===== config.mk =====
export PLATFORM = sky130hd
export DESIGN_NAME = div
export DESIGN_NICKNAME = d
export VERILOG_FILES = /design/src/rtl/div_pkg.sv /design/src/rtl/div_step.sv /design/src/rtl/div.sv
export SDC_FILE = /design/constraint.sdc
export NUM_CORES = 1
export LEC_CHECK = 0
export ABC_AREA = 1
export BUFFER_PORTS_ARGS = -buffer_cell sky130_fd_sc_hd__buf_2
export CAP_MARGIN = 0
export CORE_ASPECT_RATIO = 1.2
export CORE_UTILIZATION = 38
export DETAILED_ROUTE_END_ITERATION = 6
export GPL_ROUTABILITY_DRIVEN = 0
export PLACE_DENSITY = 0.63
export SETUP_SLACK_MARGIN = 0.05
export SLEW_MARGIN = 25
export SYNTH_ARGS = -nofsm -noshare
export SYNTH_HDL_FRONTEND = slang
export SYNTH_SLANG_ARGS = --single-unit

===== constraint.sdc =====
create_clock -name clk -period 9.9 [get_ports clk]
set_clock_uncertainty 0.15 [all_clocks]
set_input_delay 0.495 -clock clk [delete_from_list [all_inputs] [get_ports clk]]
set_output_delay 0.495 -clock clk [all_outputs]
set_load 0.02 [all_outputs]

===== src/rtl/div_pkg.sv =====
// rtl/div_pkg.sv - shared state encodings for the iterative divider
package div_pkg;

    typedef enum logic [1:0] {
        FREE   = 2'd0,
        BYZERO = 2'd1,
        ON     = 2'd2,
        END    = 2'd3
    } divState_t;

endpackage


===== src/rtl/div_step.sv =====
// rtl/div_step.sv - one restoring shift-compare-subtract iteration
module div_step #(
    parameter int WIDTH = 32
) (
    input  logic [WIDTH-1:0] remIn,
    input  logic [WIDTH-1:0] quoIn,
    input  logic [WIDTH-1:0] divisor,
    output logic [WIDTH-1:0] remOut,
    output logic [WIDTH-1:0] quoOut
);

    logic [WIDTH:0] shifted;
    logic [WIDTH:0] diff;

    // Shift the next dividend bit into the partial remainder; keep the difference only if non-negative
    always_comb begin
        shifted = {remIn, quoIn[WIDTH-1]};
        diff    = shifted - {1'b0, divisor};
        if (!diff[WIDTH]) begin
            remOut = diff[WIDTH-1:0];
            quoOut = {quoIn[WIDTH-2:0], 1'b1};
        end else begin
            remOut = shifted[WIDTH-1:0];
            quoOut = {quoIn[WIDTH-2:0], 1'b0};
        end
    end

endmodule


===== src/rtl/div.sv =====
// rtl/div.sv - multi-cycle signed/unsigned divider with pipeline stall handshake
module div
    import div_pkg::*;
#(
    parameter int WIDTH = 32
) (
    input  logic                 clk,
    input  logic                 rst,
    input  logic [WIDTH-1:0]     a,
    input  logic [WIDTH-1:0]     b,
    input  logic                 signed_div,
    input  logic                 start,
    input  logic                 annul,
    output logic [2*WIDTH-1:0]   result,
    output logic                 ready,
    output logic                 stall_div
);

    localparam int CW = (WIDTH > 1) ? $clog2(WIDTH) : 1;
    localparam logic [CW-1:0] LAST = CW'(WIDTH - 1);

    divState_t state, nextState;

    logic [CW-1:0]    count;
    logic [WIDTH-1:0] aReg;
    logic [WIDTH-1:0] divisorReg;
    logic [WIDTH-1:0] remReg;
    logic [WIDTH-1:0] quoReg;
    logic             signedReg;
    logic             aSign;
    logic             bSign;
    logic             accept;

    logic [WIDTH-1:0] stepRem;
    logic [WIDTH-1:0] stepQuo;
    logic [WIDTH-1:0] remFix;
    logic [WIDTH-1:0] quoFix;
    logic [WIDTH-1:0] aMag;
    logic [WIDTH-1:0] bMag;

    div_step #(.WIDTH(WIDTH)) u_step (
        .remIn   (remReg),
        .quoIn   (quoReg),
        .divisor (divisorReg),
        .remOut  (stepRem),
        .quoOut  (stepQuo)
    );

    // Operand magnitudes are only taken for signed division
    always_comb begin
        aMag = (signed_div && a[WIDTH-1]) ? -a : a;
        bMag = (signed_div && b[WIDTH-1]) ? -b : b;
    end

    // Sign fixup of the final step: quotient follows sign mismatch, remainder follows dividend
    always_comb begin
        quoFix = (signedReg && (aSign ^ bSign)) ? -stepQuo : stepQuo;
        remFix = (signedReg && aSign) ? -stepRem : stepRem;
    end

    // State register
    always_ff @(posedge clk or posedge rst) begin
        if (rst) begin
            state <= FREE;
        end else begin
            state <= nextState;
        end
    end

    // Next state, stall request and ready; annul overrides everything
    always_comb begin
        nextState = state;
        stall_div = 1'b0;
        ready     = 1'b0;
        accept    = 1'b0;
        case (state)
            FREE: begin
                if (start && !annul) begin
                    accept    = 1'b1;
                    stall_div = 1'b1;
                    nextState = (b == '0) ? BYZERO : ON;
                end
            end
            BYZERO: begin
                stall_div = 1'b1;
                nextState = END;
            end
            ON: begin
                stall_div = 1'b1;
                if (count == LAST) begin
                    nextState = END;
                end
            end
            END: begin
                ready     = 1'b1;
                nextState = FREE;
            end
            default: nextState = FREE;
        endcase
        if (annul) begin
            nextState = FREE;
            stall_div = 1'b0;
            ready     = 1'b0;
        end
    end

    // Operand capture, iteration datapath and result register
    always_ff @(posedge clk or posedge rst) begin
        if (rst) begin
            count      <= '0;
            aReg       <= '0;
            divisorReg <= '0;
            remReg     <= '0;
            quoReg     <= '0;
            signedReg  <= 1'b0;
            aSign      <= 1'b0;
            bSign      <= 1'b0;
            result     <= '0;
        end else if (accept) begin
            count      <= '0;
            aReg       <= a;
            divisorReg <= bMag;
            remReg     <= '0;
            quoReg     <= aMag;
            signedReg  <= signed_div;
            aSign      <= a[WIDTH-1];
            bSign      <= b[WIDTH-1];
        end else if (!annul) begin
            if (state == ON) begin
                remReg <= stepRem;
                quoReg <= stepQuo;
                count  <= count + CW'(1);
                if (count == LAST) begin
                    result <= {remFix, quoFix};
                end
            end else if (state == BYZERO) begin
                result <= {aReg, {WIDTH{1'b1}}};
            end
        end
    end

endmodule


# ---- Yosys cells after proc, flatten, opt, wreduce, memory -nomap -nowiden
# Cells that the tools add are included.
# Widths: inputs -> output; s select.
dict set report classes {
  addsub 6
  muxes 29
  bitwise_logic 3
  n_eq_ne 8
  reduce_logical 14
}
# operator n
set op_table {}
lappend op_table {{$mux 32} 11}
lappend op_table {{$mux 64} 3}
lappend op_table {{$neg 32->32} 4}
lappend op_table {{$sub 33x32->33} 1}
lappend op_table {{$logic_not 32->1} 1}
lappend op_table {{$mux 5} 3}
lappend op_table {{$mux 2} 4}
lappend op_table {{$pmux 2 s4} 1}
lappend op_table {{$mux 1} 6}
lappend op_table {{$ne 3x3->1 const B} 2}
lappend op_table {{$add 5x1->5 const B} 1}
lappend op_table {{$eq 5x5->1 const B} 1}
lappend op_table {{$logic_and 1x1->1} 5}
lappend op_table {{$eq 2x2->1 const B} 2}
lappend op_table {{$reduce_and 2->1} 2}
lappend op_table {{$reduce_and 4->1} 1}
lappend op_table {{$reduce_bool 2->1} 2}
lappend op_table {{$eq 2x1->1 const B} 1}
lappend op_table {{$logic_not 2->1} 1}
lappend op_table {{$ne 2x1->1 const B} 1}
lappend op_table {{$ne 2x2->1 const B} 1}
lappend op_table {{$not 1->1} 2}
lappend op_table {{$pmux 1 s2} 1}
lappend op_table {{$reduce_or 2->1} 1}
lappend op_table {{2 further kinds} 2}
dict set report word_totals {
  elab_cells 70
  ff_bits 202
}

# ---- Logic depth before layout (Yosys ltp)
# Gate-level depths: netlist (run 1).
dict set report depth {
  ltp_word 6
  ltp_mapped 33
  depth_no_buf 32
}

# ---- By module
# A second synthesis (run 1) with hierarchy kept.
dict set report hier_totals {
  cells_unflattened 2517
  area_unflattened_um2 15439.8
}
# module cells_each area_each_um2 seq_area_each_um2 instances
set modules_own_cells {}
lappend modules_own_cells {div 1806 12056.6 5029.8 1}
lappend modules_own_cells {div_step 711 3383.2 0.0 1}

# ---- Worst setup path after synthesis (run 1)
# OpenSTA, ideal clock, no wires.
dict set report synth_timing {
  path_kind {reg-to-reg}
  from {register quoReg[31]}
  to {register result[24]}
  synth_period_minus_slack_ns 3.981
  stages_incl_launch_ff 33
  t_arrival_ns 3.767
  n_path_buf 1
  setup_slack_ns 5.919
  setup_time_ns 0.064
  path_cell_list {dfrtp_1 -> inv_1 -> ha_1 -> inv_1 -> fa_1 -> nand2_1 -> nand2_1 -> nand3_1 -> nand2_2 -> nand2_2 -> nand2_2 -> nand2_4 -> nand3_2 -> nand2_4 -> buf_4 -> ha_1 -> nand2_1 -> nor2_1 -> nand2_1 -> nor3_1 -> nand3_1 -> nand3b_1 -> inv_1 -> nand2_1 -> inv_1 -> nand4_1 -> inv_1 -> nand2_1 -> nand2_1 -> a21oi_1 -> o21ai_0 -> o21ai_0 -> inv_1}
}
dict set report synth_between {
  elab_chain_len 6
}
# item line_no
set synth_lines {}
lappend synth_lines {{start, declared} div.sv:28} ;# logic [WIDTH-1:0] quoReg;
lappend synth_lines {{start signal, assigned} div.sv:124} ;# quoReg <= aMag;
lappend synth_lines {{start signal, assigned} div.sv:131} ;# quoReg <= stepQuo;
lappend synth_lines {{$sub 33x32->33} div_step.sv:18} ;# diff = shifted - {1'b0, divisor};
lappend synth_lines {{$mux 1} div_step.sv:19} ;# if (!diff[WIDTH]) begin
lappend synth_lines {{$neg 32->32} div.sv:57} ;# quoFix = (signedReg && (aSign ^ bSign)) ? -stepQuo : stepQuo;
lappend synth_lines {{$mux 32} div.sv:57}
lappend synth_lines {{$mux 64} div.sv:133} ;# if (count == LAST) begin
lappend synth_lines {{$mux 64} div.sv:129} ;# if (state == ON) begin
lappend synth_lines {{end signal, assigned} div.sv:134} ;# result <= {remFix, quoFix};
lappend synth_lines {{end signal, assigned} div.sv:137} ;# result <= {aReg, {WIDTH{1'b1}}};
lappend synth_lines {{end, declared} div.sv:14} ;# output logic [2*WIDTH-1:0] result,
# No other way between the ends. The select of a mux whose other input is x is not followed.
# A chain may end at the register's enable or synchronous reset.

# ---- Worst setup path after layout (run 1)
# Ends and elaborated chain as after synthesis.

==> reports/results.tsv, run 1 <==
stage	metric	value	unit
global_route	pin count of the biggest net entering global routing	94	
critical_path	RR Startpoint	quoReg[31]$_DFFE_PP0P_	
critical_path	CP max stage delay	460	ps
placed_design	# port buffers	134	
routing	Vias per Instance	5.18	
yosys	Syn Nets	2369	
cts	total CTS buffers	24	
yosys	Ys Warns	0	
timing	Final Hold Fails	0	
cts	Max Buffers Root-to-Sink	3	
critical_path	cell mode on critical path	nand2_1	
cells_and_area	ratio of cells with drive above 1 in the final layout	0.109	
placed_design	pre-CTS WS	5290	ps
global_route	M3 GR Usage	0.0214	
placed_design	DP HPWL	36100	um
cells_and_area	Area Overhead vs Synth	13.0	%
global_route	GRT Max-Usage Layer	met2	
yosys	post-synth top area share	0.343	
timing	post-route worst setup slack	5150	ps
yosys	share of the yosys chip area belonging to registers	0.343	
critical_path	Setup CP Type	register to register	
routing	drt first-iter violations	1215	
cts	CTS H-tree lvls	1	
yosys	Synth cell types	56	
die	DIE AREA	0.0394	sq mm
global_route	GRT met2 Usage	0.416	
routing	Routed Antenna Nets	0	
timing	Slew HR	0.420	
die	area of the core	0.0379	sq mm
cts	CTS tree	done	
cells_and_area	Final Net Count	2475	
critical_path	Reg2Reg Capture Point	result[24]$_DFFE_PP0P_	
routing	DRC viols	1	
critical_path	Worst Path Arrival	5070	ps
yosys	EDFF count, synth	0	
routing	drt first pass iters	7	
timing	# setup viols final	0	
global_route	vias in the first global route	14500	
run_status	failing checks	design-rule violations	
yosys	cell taking the most area after synthesis	dfrtp_1	
hold_path	hold path start	a[3]	
yosys	Syn Inst Count	2256	
yosys	Synth area leaders	dfrtp_1 (34%), nand2_1 (18%), inv_1 (8.7%), nor2_1 (5.5%), o21ai_0 (5.4%)	
cts	clk sinks	201	
critical_path	FF-to-FF setup slack	5150	ps
cts	Clk pin slew, worst setup/hold paths	60	ps
cts	Skew-Pair Late Insertion Delay	540	ps
global_route	initial antenna violation count	0	
run_status	status	finished, violations left	
cells_and_area	ANT cells	0	
routing	drt wl/cell	16.6	um
global_route	met1 Usage GRT	0.304	
yosys	Synth async-reset ratio	1.00	
yosys	Mapped Avg Cell Area	6.50	sq um
global_route	first-pass GRT wire length	76400	um
placed_design	Post-DP Area	0.0157	sq mm
critical_path	CP max FO	37	
critical_path	kind of launch point of the worst setup path	register	
timing	post-layout min period	4750	ps
run	maxcap violations	0	
timing	RSZ-0062 raised after global routing	no	
timing	Max Freq	0.210	GHz
yosys	most used flip-flop cell after synthesis	dfrtp_1	
die	die width	181	um
timing	Final Max Tran Viols	0	
cts	Clock Tree Root	clkbuf_16	
routing	DRT Wirelength	47600	um
routing	routed via count	14800	
hold_path	Worst Hold Path EP	aReg[3]$_DFFE_PP0P_	
timing	final period utilization	0.480	
hold_path	worst hold path type	input pin to register	
global_route	GRT overflow	0	
critical_path	FF-to-FF path depth	32	
critical_path	Worst Path Required	10220	ps
cells_and_area	fin area	0.0166	sq mm
die	FP Rows	78	
timing	Total Neg Setup Slack	0	ps
timing	worst slew pin tran	870	ps
die	die height	217	um
yosys	flops & latches, synth	201	
global_route	Total GRT Usage	0.245	
die	IO Count	135	
cts	postcts setup bufs	0	
hold_path	WHS Path Cells	3	
critical_path	CP Capture Type	register	
cells_and_area	fillers	3934	
die	Starting Density	0.387	
yosys	Post-Syn Area	0.0147	sq mm
critical_path	Crit-path slowest cell	nand2_4	
==> final cells by class <==
cell class              instances  area [sq um]  area share
inverters                     348          1310      0.0793
repair buffers                151           801      0.0483
well taps                     480           601      0.0363
flip-flops and latches        201          5030       0.304
clock inverters                11           145     0.00876
multi-input cells            1636          7990       0.483
clock buffers                  32           682      0.0412
==> how the worst max path moves through the flow <==
stage / endpoint / startpoint / slack (ps) / cells after the start
final: result[24]$_DFFE_PP0P_ / quoReg[31]$_DFFE_PP0P_ / 5150 / 32
after global routing: result[24]$_DFFE_PP0P_ / quoReg[31]$_DFFE_PP0P_ / 4800 / 32
after CTS: result[24]$_DFFE_PP0P_ / quoReg[31]$_DFFE_PP0P_ / 5240 / 32
after detailed placement: result[24]$_DFFE_PP0P_ / quoReg[31]$_DFFE_PP0P_ / 5290 / 32
after global placement: result[24]$_DFFE_PP0P_ / quoReg[31]$_DFFE_PP0P_ / 5340 / 32
after floorplan: aReg[0]$_DFFE_PP0P_ / rst / 3770 / 1
==> cells in the mapped netlist, types with 18 or more instances <==
master / number
xor2_1: 41
inv_1: 340
clkbuf_1: 52
nand2_1: 717
a31oi_1: 18
o22ai_1: 31
ha_1: 43
nand3_1: 147
nand4_1: 20
nor2_1: 214
a21oi_1: 75
dfrtp_1: 201
o21ai_0: 157
nand2_2: 27
nor3_1: 23
o211ai_1: 33
==> per-layer routing <==
| metal | vias to the layer above | wire, um |
|---|---|---|
| met1 | 6807 | 19800 |
| li1 | 7392 | - |
| met4 | 0 | 2950 |
| met5 | - | 0 |
| met3 | 124 | 2450 |
| met2 | 493 | 22400 |
==> flip-flops by register name (all words and copies together) (netlist names) <==
name        flops
aReg           32
bSign           1
count           5
divisorReg     32
quoReg         32
remReg         32
result         64
signedReg       1
state           2
==> placed cells by master (no fill, tap or decap), drive strengths merged, types with 23 or more instances in the layout <==
master  synthesis  final
o21ai         163    163
inv           345    346
nor2          224    224
dfrtp         201    201
ha             43     43
buf            19    150
xor2           41     41
clkbuf         52     32
nor3           23     23
a21oi          78     78
o211ai         33     33
o22ai          31     31
nand3         150    150
nand2         751    751
==> stage by stage <==
stage                     cells  hold slack (ps)   util
after floorplan            2256              294      -
after global placement     2815              314  0.415
after detailed placement   2815              316  0.415
after CTS                  2859             56.0  0.437
after global routing       2859             90.8  0.437
final                      2859             82.7  0.437
==> timing repair <==
action | 4_1_cts | 5_1_grt
gates resized for setup | 0 | 0
endpoints found under the hold margin | 91 | 0
hold buffers | 1 | 0
setup endpoints to repair | 0 | 0
==> worst max-delay path, delay by kind of cell (launching register included) <==
| family | cells | cell delay [ps] |
|---|---|---|
| adders and majority gates | 3 | 840 |
| buffers and inverters | 7 | 680 |
| and+or+nand+nor | 19 | 2410 |
| DFF | 1 | 360 |
| AOI/OAI and AO/OA | 3 | 220 |
==> logic make-up after synthesis <==
| logic type | count (synthesis) | share of synthesized area |
|---|---|---|
| AND/OR/NAND/NOR | 1199 | 0.343 |
| buffers and inverters | 419 | 0.113 |
| AO/OA/AOI/OAI | 345 | 0.134 |
| flip-flops | 201 | 0.343 |
| XOR/XNOR | 47 | 0.0281 |
| adder cells (fa/ha/maj) | 44 | 0.0381 |
| multiplexers | 1 | 0.000683 |
Power of run 1 is left out: the tool's default activity adds up to more than one toggle a clock period on the data nets, which glitch-free logic cannot reach.
==> run 2, diff against run 1 <==
PLACE_DENSITY = 0.65   (was 0.63)
clock period = 3.8 ns   (was 9.9 ns; I/O delays follow)
==> run 2 against run 1 <==
The run now ends clean. Global-route usage is 0.43 points higher. First-iteration DRC count is 11% higher. Cell count is 4.8% higher. Wire length is 3.7% higher. Non-clock buffer count is 137 higher. Fmax is 28% higher. Largest cell class unchanged. Highest routed layer unchanged.
==> reports/results.tsv, run 2 (same netlist as run 1, synthesis figures left out) <==
stage	metric	value	unit	change
placed_design	pre-CTS WS	-72.4	ps	-5360 ps
cells_and_area	commonest non-fill, non-tap cell in the layout	nand2_1		
critical_path	CP max FO	3		-92%
hold_path	worst hold path type	input pin to register		
timing	# setup viols final	0		unchanged
cells_and_area	Area Overhead vs Synth	24.3	%	
timing	Final Hold Fails	0		unchanged
critical_path	Setup CP Type	register to register		
cts	Max Buffers Root-to-Sink	3		unchanged
cells_and_area	fillers	3769		-4.2%
die	die width	181	um	unchanged
routing	Vias per Instance	5.17		-0.30%
timing	Max Freq	0.269	GHz	+28%
die	Starting Density	0.387		unchanged
cts	Clock Tree Root	clkbuf_16		
cells_and_area	Final Net Count	2612		+5.5%
routing	M1 WL	20300	um	+2.3%
cells_and_area	max reg flops	64		unchanged
cts	CTS H-tree lvls	1		unchanged
run	maxcap violations	0		unchanged
die	IO Count	135		unchanged
critical_path	Worst Path Required	4060	ps	-6160 ps
routing	met2 wire len	23500	um	+4.9%
cells_and_area	ANT cells	0		unchanged
critical_path	CP Capture Type	register		
global_route	first-pass GRT wire length	78500	um	+2.7%
cts	CTS tree	done		
critical_path	kind of launch point of the worst setup path	register		
routing	DRT Wirelength	49300	um	+3.7%
timing	Slew HR	0.346		-0.0738
timing	post-layout min period	3710	ps	-1040 ps
cells_and_area	Multi-input gate area	0.00832	sq mm	+4.1%
routing	routed via count	15500		+4.5%
routing	drt first pass iters	6		-1
timing	WHS	18.8	ps	-64.0 ps
global_route	Total GRT Usage	0.249		+0.00428
cells_and_area	commonest non-fill, non-tap cells in the layout	nand2_1 (704), inv_1 (336), nor2_1 (201)		
routing	DR WL met3	2500	um	+2.0%
routing	drt first-iter violations	1343		+11%
critical_path	Worst Path Arrival	3980	ps	-1090 ps
global_route	vias in the first global route	15100		+4.5%
routing	DRC viols	0		-1
cells_and_area	ratio of cells with drive above 1 in the final layout	0.153		+0.0437
timing	final period utilization	0.977		+0.497
global_route	GRT overflow	0		unchanged
placed_design	DP HPWL	37000	um	+2.4%
global_route	pin count of the biggest net entering global routing	98		+4.3%
cts	Skew-Pair Late Insertion Delay	550	ps	about the same
cts	Clk pin slew, worst setup/hold paths	60	ps	about the same
global_route	initial antenna violation count	0		unchanged
cts	total CTS buffers	24		unchanged
die	area of the core	0.0379	sq mm	unchanged
cells_and_area	largest reg by FF count	result		
run_status	status	completed		
cts	clk sinks	201		unchanged
placed_design	# port buffers	134		unchanged
routing	drt wl/cell	16.5	um	-1.1%
timing	worst slew pin tran	981	ps	+111 ps
die	FP Rows	78		unchanged
routing	Routed Antenna Nets	0		unchanged
timing	Final Max Tran Viols	0		unchanged
die	DIE AREA	0.0394	sq mm	unchanged
cells_and_area	FF+latch area	0.00503	sq mm	about the same
timing	RSZ-0062 raised after global routing	yes		
die	die height	217	um	unchanged
timing	post-route worst setup slack	88.2	ps	-5060 ps
routing	max layer used	met4		
-- run 2: worst max-delay path, stage by stage (launching register included) --
cell and delay, ps:
dfrtp_1 370, inv_2 80, ha_4 130, inv_2 40, fa_2 360, nand2_2 70
nand2_2 60, nand3_2 60, nand2_2 60, nand2_2 80, nand2_2 70, nand2_4 100
nand3_4 90, nand2_4 100, ha_4 160, nand2_4 50, nor2_4 120, nand2_2 80
nor3_4 250, nand3_2 120, nand3b_1 220, inv_1 90, nand2_1 70, buf_4 140
o31ai_2 210, xor2_1 180, a21oi_1 80
-- run 2: repair_timing --
action | in CTS | in global routing
buffers inserted | 6 | 14
endpoints found under the hold margin | 129 | 0
setup endpoints to repair | 3 | 34
resized for setup | 6 | 55
pin swaps | 6 | 18
hold buffers | 64 | 0
-- run 2: path summary, 6_finish.rpt --
kind | depth (start not counted) | start | slack (ps) | to
hold / removal | 4 | b[18] | 20 | divisorReg[18]$_DFFE_PP0P_
max in group asynchronous | 4 | rst | 2300 | state[1]$_DFFE_PP0P_
min in group asynchronous | 3 | rst | 220 | result[52]$_DFFE_PP0P_
setup reg to reg | 26 | quoReg[31]$_DFFE_PP0P_ | 90 | result[20]$_DFFE_PP0P_
hold reg to reg | 2 | result[51]$_DFFE_PP0P_ | 330 | result[51]$_DFFE_PP0P_
setup / recovery | 26 | quoReg[31]$_DFFE_PP0P_ | 90 | result[20]$_DFFE_PP0P_
-- run 2: layout make-up --
type	count	area share
Inverter	348	0.0719
Tap cell	480	0.0330
Clock inverter	12	0.0120
Timing Repair Buffer	288	0.112
Clock buffer	32	0.0380
Sequential cell	201	0.276
Multi-Input combinational cell	1636	0.457
-- run 2: per-stage QoR --
step                 util  TNS (ps)  instance area (sq um)  cells
finish              0.481         0                  18200   2997
detailed placement  0.428      -128                  16200   2871
global route        0.481      -263                  18200   2997
floorplan               -         0                  14700   2256
CTS                 0.471         0                  17800   2985
global placement    0.428         0                  16200   2871
-- run 2: per-layer routing --
| metal | up-vias | global-route usage |
|---|---|---|
| met5 | - | 0 |
| met1 | 7160 | 0.302 |
| met4 | 0 | 0.150 |
| met3 | 141 | 0.0249 |
| li1 | 7662 | - |
| met2 | 522 | 0.428 |
Power of run 2 is left out for the same reason.
